$ cat src/rtl/cic_sched.sv
// Rate scheduler for the CIC interpolator: fetches one source sample per input
// period, emits input/output-rate strobes, clears the chain on start and drains it on stop.
module cic_sched #(
  parameter int DIN_W         = 8,
  parameter int IN_DIV        = 64,
  parameter int OUT_DIV       = 4,
  parameter int FLUSH_PERIODS = 4
) (
  input  logic             sclk,
  input  logic             rst,
  input  logic             start,
  input  logic             stop,
  input  logic             clear_err,
  output logic             src_req,
  input  logic [DIN_W-1:0] src_data,
  input  logic             src_v,
  output logic             cic_clr,
  output logic [DIN_W-1:0] cic_din,
  output logic             cic_din_v,
  output logic             cic_dout_v,
  output logic             busy,
  output logic             underrun
);

  localparam int PH_W = (IN_DIV > 1) ? $clog2(IN_DIV) : 1;
  localparam int FC_W = (FLUSH_PERIODS > 1) ? $clog2(FLUSH_PERIODS) : 1;

  typedef enum logic [1:0] {IDLE, CLR, RUN, FLUSH} state_t;

  state_t                  state, state_n;
  logic [PH_W-1:0]         phase, phase_n;
  logic [FC_W-1:0]         fcnt, fcnt_n;
  logic                    pend, pend_n;
  logic                    got, got_n;
  logic signed [DIN_W-1:0] hold, hold_n;
  logic                    last, take, active_n;
  logic                    req_n, clr_n, din_v_n, dout_v_n, underrun_n;
  logic [DIN_W-1:0]        din_n;

  always_comb begin
    state_n    = state;
    phase_n    = phase;
    fcnt_n     = fcnt;
    pend_n     = pend;
    got_n      = got;
    hold_n     = hold;
    underrun_n = clear_err ? 1'b0 : underrun;
    last       = (phase == PH_W'(IN_DIV - 1));
    take       = 1'b0;
    case (state)
      IDLE: begin
        if (start && !stop) state_n = CLR;
      end
      CLR: begin
        hold_n  = '0;
        phase_n = '0;
        got_n   = 1'b0;
        pend_n  = 1'b0;
        state_n = RUN;
      end
      RUN: begin
        phase_n = last ? '0 : phase + 1'b1;
        take    = src_v && !got && (phase != '0);
        if (take) begin
          hold_n = src_data;
          got_n  = 1'b1;
        end
        if (stop) pend_n = 1'b1;
        if (last) begin
          got_n = 1'b0;
          // A sample arriving in the final phase still counts; the miss is judged after it.
          if (!got && !take) begin
            underrun_n = 1'b1;
            hold_n     = '0;
          end
          if (pend || stop) begin
            state_n = FLUSH;
            fcnt_n  = '0;
            pend_n  = 1'b0;
          end
        end
      end
      FLUSH: begin
        phase_n = last ? '0 : phase + 1'b1;
        if (last) begin
          if (fcnt == FC_W'(FLUSH_PERIODS - 1)) state_n = IDLE;
          else                                  fcnt_n  = fcnt + 1'b1;
        end
      end
      default: state_n = IDLE;
    endcase

    // Outputs are registered, so they are derived from the upcoming state and phase.
    active_n = (state_n == RUN) || (state_n == FLUSH);
    din_v_n  = active_n && (phase_n == '0);
    req_n    = (state_n == RUN) && (phase_n == '0);
    din_n    = req_n ? hold_n : '0;
    dout_v_n = active_n && ((32'(phase_n) % 32'(OUT_DIV)) == 32'd0);
    clr_n    = (state_n == CLR);
  end

  always_ff @(posedge sclk) begin
    if (rst) begin
      state      <= IDLE;
      phase      <= '0;
      fcnt       <= '0;
      pend       <= 1'b0;
      got        <= 1'b0;
      hold       <= '0;
      src_req    <= 1'b0;
      cic_clr    <= 1'b0;
      cic_din    <= '0;
      cic_din_v  <= 1'b0;
      cic_dout_v <= 1'b0;
      busy       <= 1'b0;
      underrun   <= 1'b0;
    end else begin
      state      <= state_n;
      phase      <= phase_n;
      fcnt       <= fcnt_n;
      pend       <= pend_n;
      got        <= got_n;
      hold       <= hold_n;
      src_req    <= req_n;
      cic_clr    <= clr_n;
      cic_din    <= din_n;
      cic_din_v  <= din_v_n;
      cic_dout_v <= dout_v_n;
      busy       <= (state_n != IDLE);
      underrun   <= underrun_n;
    end
  end

endmodule
$ cat config.mk
export PLATFORM = sky130hd
export DESIGN_NAME = cic_sched
export DESIGN_NICKNAME = d
export VERILOG_FILES = /design/src/rtl/cic_sched.sv
export SDC_FILE = /design/constraint.sdc
export NUM_CORES = 1
export LEC_CHECK = 0
export ABC_AREA = 0
export CAP_MARGIN = 30
export CORE_UTILIZATION = 39
export CTS_CLUSTER_DIAMETER = 150
export DETAILED_ROUTE_END_ITERATION = 10
export MAX_ROUTING_LAYER = met4
export PLACE_DENSITY = 0.71
export SLEW_MARGIN = 10
export SYNTH_ARGS = -nofsm -noshare
export SYNTH_HDL_FRONTEND = slang
export SYNTH_SLANG_ARGS = --single-unit
$ cat constraint.sdc
create_clock -name sclk -period 2.4 [get_ports sclk]
set_clock_uncertainty 0.05 [all_clocks]
set_input_delay 0.48 -clock sclk [delete_from_list [all_inputs] [get_ports sclk]]
set_output_delay 0.48 -clock sclk [all_outputs]
set_load 0.01 [all_outputs]
==> parameters.txt, run 1 <==
Parameter                              Value

Outcome
  Outcome ... complete, no violations

GRT
  Final global-route overflow total ... 0
  Total routing resource utilization after global routing ... 0.1967
  Maximum number of pins on one net before global-route repair ... 15
  Wire length of the first global-routing pass ... 6196 um
  Antenna violations before repair ... 0
  Vias in the first global route ... 1353

Floorplanning
  Initial Utilization ... 0.4217
  Vertical extent of the die ... 65.86 um
  Die area ... 0.004337 sq mm
  Die extent in x ... 65.86 um
  Top Ports ... 28
  Std-Cell Rows ... 22
  Std-Cell Core Area ... 0.003771 sq mm

Final layout
  Final nets ... 235
  Area used by sequential logic in the layout ... 680.7 sq um
  Number of fillers in the final layout ... 339
  Share of layout cells above drive strength 1 ... 0.1488
  Ant. Diodes ... 0
  Area growth from synthesis to final layout ... 30.37%
  Area occupied by multi-input gates ... 845.8 sq um

Setup path
  Cell type of the slowest stage on the worst timing path ... sky130_fd_sc_hd__a221o_1
  Buffering stage count on the worst path with inverters included ... 1
  WS Path Type ... flip-flop to flip-flop
  Max FO, Critical Path ... 10
  WP data required ... 2.56 ns
  Arrival time of data at the critical path endpoint ... 2.32 ns
  Largest stage delay, worst path ... 0.37 ns
  Worst-path cell chain ... buf_4, ha_1, or2_1, a221o_1, a21oi_1, nand3_2, nor3_1
  Endpoint class of the critical path ... flip-flop
  Largest delay share family, worst path ... simple AND/OR/NAND/NOR gates
  Kind of start point of the critical path ... flip-flop

Place
  Placed wire-length estimate after detailed placement ... 2612 um
  GP Congestion ... 0.8342
  IO Port Bufs ... 27
  Pre-CTS WS ... 0.2004 ns

Synthesis
  Share of the synthesized area in the top cell type ... 0.4280
  Post-Synthesis Cell Area ... 0.001590 sq mm
  Number of flops mapped to enable cells by yosys ... 0
  Syn_nets ... 197
  Synth warnings ... 0
  Top post-synthesis cells by area ... sky130_fd_sc_hd__dfxtp_1 (43%), sky130_fd_sc_hd__mux2_2 (5.7%), sky130_fd_sc_hd__ha_1 (5.5%)
  Sequential element share of the synthesized area ... 0.4280
  Number of cells produced by synthesis ... 176
  Syn_area_per_cell ... 9.036 sq um
  Post-synth cell types ... 42
  Biggest area consumer among synthesized cells ... sky130_fd_sc_hd__dfxtp_1
  Seq cells post-synth ... 34
  Async set-reset flop share out of synthesis ... 0
  Flip-flop cell with the highest count after synthesis ... sky130_fd_sc_hd__dfxtp_1

Clock tree
  Setup Fix Bufs, Post-CTS ... 0
  Root buffer cell ... sky130_fd_sc_hd__clkbuf_8
  Clock transition time at the flip-flop clock pins of the worst setup and hold paths ... 0.07 ns
  TritonCTS clock tree ... yes
  Later-pin clock latency in the skew report ... 0.28 ns
  CTS buffer count ... 5
  # clock sinks ... 34
  Resized Gates After CTS ... 0
  Hold bufs inserted after CTS ... 0
  Maximum buffer depth of the clock tree ... 2
  H-tree level count ... 2

Flow run
  Max-cap violations ... 0

Power and ir drop
  Cell internal power dissipation ... 861.4 uW
  Pwr dens ... 542.3 mW/mm^2
  Maximum VDD drop ... 0.3128 mV
  Portion of total power attributed to the clock network ... 0.383
  Power dissipated by switching net loads ... 262.9 uW
  Net Sw Frac ... 0.2339
  Reg power frac ... 0.512
  Portion of total power attributed to combinational logic ... 0.105
  Leakage power ... 0.7820 nW

Drt
  Number of violations reported at the end of detailed-routing iteration 0 ... 126
  Final WL ... 3540 um
  Vias post-DR ... 1355
  First-pass detailed-route iteration total ... 4
  Remaining antenna violation count after routing ... 0
  Mean number of vias per cell ... 5.152
  Detailed-route DRC error count ... 0
  Average detailed-routed wire length per instance ... 13.46 um

Timing
  Number of slew-limit violations in the final report ... 0
  Setup repair after global routing missed its margin ... false
  Final critical-path share of the clock period ... 0.9037
  Final Critical Period ... 2.169 ns
  Final Worst Setup Slack ... 0.2310 ns
  Final count of negative-setup-slack endpoints ... 0
  Hold Fails Final Rpt ... 0
  Slew HR ... 0.6973
  F_max ... 461.1 MHz
  Transition time of the tightest slew-check pin ... 0.4504 ns
  Final TNS setup ... 0 ns

Worst hold path
  Tightest Hold Check Type ... flip-flop to flip-flop
[cells in the mapped netlist, types with 4 or more instances]
cell,instances
sky130_fd_sc_hd__dfxtp_1,34
sky130_fd_sc_hd__a21oi_1,14
sky130_fd_sc_hd__nor2_1,13
sky130_fd_sc_hd__nand3_1,11
sky130_fd_sc_hd__nand2_1,10
sky130_fd_sc_hd__nor2b_1,10
sky130_fd_sc_hd__inv_1,8
sky130_fd_sc_hd__mux2_2,8
sky130_fd_sc_hd__nor3_1,8
sky130_fd_sc_hd__o21ai_0,8
sky130_fd_sc_hd__ha_1,7
sky130_fd_sc_hd__nand2b_1,4
[sequential cells by signal (all words and copies together) (netlist names), 2 cells and up]
signal   cells
cic_din      8
state        2
fcnt         2
hold         8
phase        6
[metrics by stage]
stage          power, mW  std cells    util  cell area [sq um]  hold slack, ns
2_1_floorplan     0.6462        176       -               1590          0.3990
3_3_place_gp      0.7055        255  0.5255               1982          0.4128
3_5_place_dp      0.7055        255  0.5255               1982          0.4205
4_1_cts            1.133        263  0.5498               2073          0.4298
5_1_grt            1.173        263  0.5498               2073          0.4611
6_report           1.124        263  0.5498               2073          0.4264
[worst paths after layout]
path / start / endpoint / slack [ns] / cells past startpoint
worst max-delay path: state[0] / cic_din[5] / 0.23 / 7
worst min-delay path: fcnt[1] / fcnt[1] / 0.43 / 2
worst max register to register: state[0] / cic_din[5] / 0.23 / 7
worst min register to register: fcnt[1] / fcnt[1] / 0.43 / 2
[cell families (layout without fill, tap and decap cells)]
family,Yosys count,in the layout,synth area share
buffers and inverters,15,54,0.04013
XOR/XNOR,1,1,0.005508
multiplexers,8,8,0.05665
AO/OA/AOI/OAI,37,37,0.1566
AND/OR/NAND/NOR,74,74,0.2581
flip-flops,34,34,0.4280
adder cells (fa/ha/maj),7,7,0.05507
[tightest hold or removal path, stage by stage (launching register included)]
cell,delay (ns)
sky130_fd_sc_hd__dfxtp_1,0.31
sky130_fd_sc_hd__nand2b_1,0.07
sky130_fd_sc_hd__a21oi_1,0.05
[layout make-up]
class	instances	area share
flip-flops and latches	34	0.3283
inverters	8	0.01448
clock inverters	1	0.002414
clock buffers	7	0.04164
multi-input cells	127	0.4080
repair buffers	38	0.1762
well taps	48	0.02897
[layout by cell type (no fill, tap or decap), drive strengths merged, types with 8 or more instances in the layout]
cell,Yosys,routed
a21oi,14,14
buf,4,11
clkdlybuf4s50,0,27
dfxtp,34,34
inv,8,8
mux2,8,8
nand2,10,10
nand3,12,12
nor2,13,13
nor2b,10,10
nor3,8,8
o21ai,10,10
[per-layer routing]
| layer | vias up | part of all wire | wire, um | track usage |
|---|---|---|---|---|
| met5 | - | 0 | 0 | - |
| met2 | 32 | 0.43 | 1521 | 0.2806 |
| li1 | 690 | - | - | - |
| met3 | 8 | 0.039 | 138 | 0.04310 |
| met4 | 0 | 0.016 | 57 | 0.08967 |
| met1 | 625 | 0.51 | 1822 | 0.2633 |
[power by group through the flow]
stage | logic [mW] | registers (mW) | clock network, mW
2_1_floorplan | 0.0550 | 0.591 | 0
3_3_place_gp | 0.118 | 0.588 | 0
3_5_place_dp | 0.117 | 0.588 | 0
4_1_cts | 0.118 | 0.575 | 0.439
5_1_grt | 0.130 | 0.576 | 0.467
6_report | 0.118 | 0.575 | 0.431
Power figures use the tool's default switching activity.
==> run 2: changes to the inputs <==
--- a/config.mk
+++ b/config.mk
@@ -12,7 +12,6 @@
 export DETAILED_ROUTE_END_ITERATION = 10
 export MAX_ROUTING_LAYER = met4
 export PLACE_DENSITY = 0.71
-export SLEW_MARGIN = 10
 export SYNTH_ARGS = -nofsm -noshare
 export SYNTH_HDL_FRONTEND = slang
 export SYNTH_SLANG_ARGS = --single-unit
==> results of run 2 <==
No change in the layout: final DEF, timing and power equal those of run 1.
==> run 3: changes to the inputs <==
==> constraint.sdc (replaced) <==
create_clock -name sclk -period 2.1 [get_ports sclk]
set_clock_uncertainty 0.05 [all_clocks]
set_input_delay 0.42 -clock sclk [delete_from_list [all_inputs] [get_ports sclk]]
set_output_delay 0.42 -clock sclk [all_outputs]
set_load 0.01 [all_outputs]
==> run 3 against run 2 <==
Effect of this change: combinational power up 24%; sequential power is 14% higher; clock power increased by 14%; register-to-register slack got worse by 0.15 ns; sequential share of layout area is 2.4 points lower; total power rose by 15%; critical endpoint is now cic_din[6]; largest cell class unchanged; largest power group unchanged.
==> parameters.txt, run 3 (same netlist as run 1, synthesis figures left out) <==
Parameter                              Value

Timing
  Number of slew-limit violations in the final report ... 0 (unchanged)
  Transition time of the tightest slew-check pin ... 0.4790 ns (+0.02868 ns)
  Final count of negative-setup-slack endpoints ... 0 (unchanged)
  Hold Fails Final Rpt ... 0 (unchanged)
  F_max ... 494.4 MHz (+7.2%)
  Final critical-path share of the clock period ... 0.9631 (+0.05939)
  Setup repair after global routing missed its margin ... true
  Final Critical Period ... 2.023 ns (-0.1464 ns)
  Worst-case hold slack ... 0.4243 ns (-0.002179 ns)
  Slew HR ... 0.6777 (-0.01957)

Drt
  Average detailed-routed wire length per instance ... 13.41 um (-0.38%)
  Remaining antenna violation count after routing ... 0 (unchanged)
  Number of violations reported at the end of detailed-routing iteration 0 ... 77 (-39%)
  Detailed-route DRC error count ... 0 (unchanged)
  Final WL ... 3741 um (+5.7%)
  First-pass detailed-route iteration total ... 4 (unchanged)
  Vias post-DR ... 1414 (+4.4%)
  Mean number of vias per cell ... 5.068 (-1.6%)

Clock tree
  H-tree level count ... 2 (unchanged)
  Clock transition time at the flip-flop clock pins of the worst setup and hold paths ... 0.07 ns (about the same)
  Later-pin clock latency in the skew report ... 0.28 ns (about the same)
  Root buffer cell ... sky130_fd_sc_hd__clkbuf_8
  CTS buffer count ... 5 (unchanged)
  # clock sinks ... 34 (unchanged)
  Maximum buffer depth of the clock tree ... 2 (unchanged)
  TritonCTS clock tree ... yes

Setup path
  Arrival time of data at the critical path endpoint ... 2.17 ns (-0.15 ns)
  WS Path Type ... flip-flop to flip-flop
  Kind of start point of the critical path ... flip-flop
  Endpoint class of the critical path ... flip-flop
  Max FO, Critical Path ... 5 (-5)
  WP data required ... 2.25 ns (-0.31 ns)

Final layout
  Final nets ... 251 (+6.8%)
  Ant. Diodes ... 0 (unchanged)
  Share of layout cells above drive strength 1 ... 0.2338 (+0.08493)
  Area growth from synthesis to final layout ... 40.60%
  Registers with the most flip-flops ... cic_din: 8 flops, hold: 8 flops, phase: 6 flops
  Post-layout utilization of the core ... 0.5929 (+0.04313)
  Most used cells in the layout excluding fill and tap cells ... sky130_fd_sc_hd__dfxtp_1 (34), sky130_fd_sc_hd__clkdlybuf4s50_1 (27), sky130_fd_sc_hd__buf_4 (25)
  Non-filler cells, final ... 279 (+6.1%)
  Number of fillers in the final layout ... 322 (-5.0%)
  Leading cell type in the layout, fill and taps excluded ... sky130_fd_sc_hd__dfxtp_1

GRT
  Antenna violations before repair ... 0 (unchanged)
  Wire length of the first global-routing pass ... 6210 um (+0.23%)
  Maximum number of pins on one net before global-route repair ... 14 (-1)
  Vias in the first global route ... 1371 (+1.3%)
  Total routing resource utilization after global routing ... 0.1967 (unchanged)
  Final global-route overflow total ... 0 (unchanged)

Place
  Placed wire-length estimate after detailed placement ... 2654 um (+1.6%)
  GP Congestion ... 0.8282 (-0.72%)
  Placed cells ... 269 (+5.5%)
  IO Port Bufs ... 27 (unchanged)

Floorplanning
  Initial Utilization ... 0.4217 (unchanged)
  Std-Cell Core Area ... 0.003771 sq mm (unchanged)
  Die area ... 0.004337 sq mm (unchanged)
  Std-Cell Rows ... 22 (unchanged)
  Die extent in x ... 65.86 um (unchanged)
  Top Ports ... 28 (unchanged)
  Vertical extent of the die ... 65.86 um (unchanged)

Flow run
  Max-cap violations ... 0 (unchanged)

Power and ir drop
  Pwr dens ... 579.5 mW/mm^2 (+6.9%)
  Total power consumption of the routed design ... 1.296 mW (+15%)
  Maximum VDD drop ... 0.3952 mV (+26%)
  Leakage power ... 0.8785 nW (+12%)

Outcome
  Outcome ... complete, no violations

Worst hold path
  Tightest Hold Check Type ... flip-flop to flip-flop
-- run 3: layout make-up --
| cell class | instances | area [sq um] | share of cell area |
|---|---|---|---|
| clock buffers | 7 | 86.33 | 0.03861 |
| clock inverters | 1 | 5.005 | 0.002238 |
| inverters | 8 | 30.03 | 0.01343 |
| multi-input cells | 128 | 895.9 | 0.4007 |
| flip-flops and latches | 34 | 680.7 | 0.3044 |
| well taps | 48 | 60.06 | 0.02686 |
| repair buffers | 53 | 478.0 | 0.2138 |
-- run 3: worst paths after layout --
| path | startpoint | to | slack (ns) | cells after the start |
|---|---|---|---|---|
| setup reg to reg | state[0] | cic_din[6] | 0.08 | 8 |
| setup / recovery | state[0] | cic_din[6] | 0.08 | 8 |
| hold / removal | fcnt[1] | fcnt[1] | 0.42 | 2 |
| hold reg to reg | fcnt[1] | fcnt[1] | 0.42 | 2 |
-- run 3: timing repair --
item | 4_1_cts | 5_1_grt
pin swaps | 0 | 4
endpoints found under the hold margin | 0 | 0
hold buffers | 0 | 0
endpoints found under the setup margin | 2 | 12
resized for setup | 3 | 8
cloned | 1 | 0
buffers inserted | 0 | 1
-- run 3: per-layer routing --
layer,part of all wire,GRT usage,vias to the layer above
met5,0,-,-
met1,0.49,0.2580,647
met2,0.46,0.2972,33
li1,-,-,729
met3,0.039,0.04310,5
met4,0.011,0.06793,0
-- run 3: stage by stage --
step                setup WS [ns]  area [sq um]  setup TNS (ns)
global route             -0.04181          2236         -0.1629
floorplan                  0.1548          1590               0
global placement          0.04207          2087               0
detailed placement       -0.02267          2087        -0.02267
finish                    0.07744          2236               0
CTS                      -0.01963          2195        -0.01963
-- run 3: critical path: stages (launching register included) --
cell	delay (ns)
sky130_fd_sc_hd__dfxtp_1	0.35
sky130_fd_sc_hd__inv_1	0.06
sky130_fd_sc_hd__ha_1	0.22
sky130_fd_sc_hd__or2_1	0.25
sky130_fd_sc_hd__buf_4	0.16
sky130_fd_sc_hd__o2111a_1	0.17
sky130_fd_sc_hd__a211oi_4	0.29
sky130_fd_sc_hd__nand3_4	0.18
sky130_fd_sc_hd__nor3_1	0.21
-- run 3: power breakdown --
part / switching [mW] / total (mW) / internal (mW)
logic: 0.0717 / 0.146 / 0.0745
registers: 0.00383 / 0.658 / 0.654
clock network: 0.228 / 0.492 / 0.264
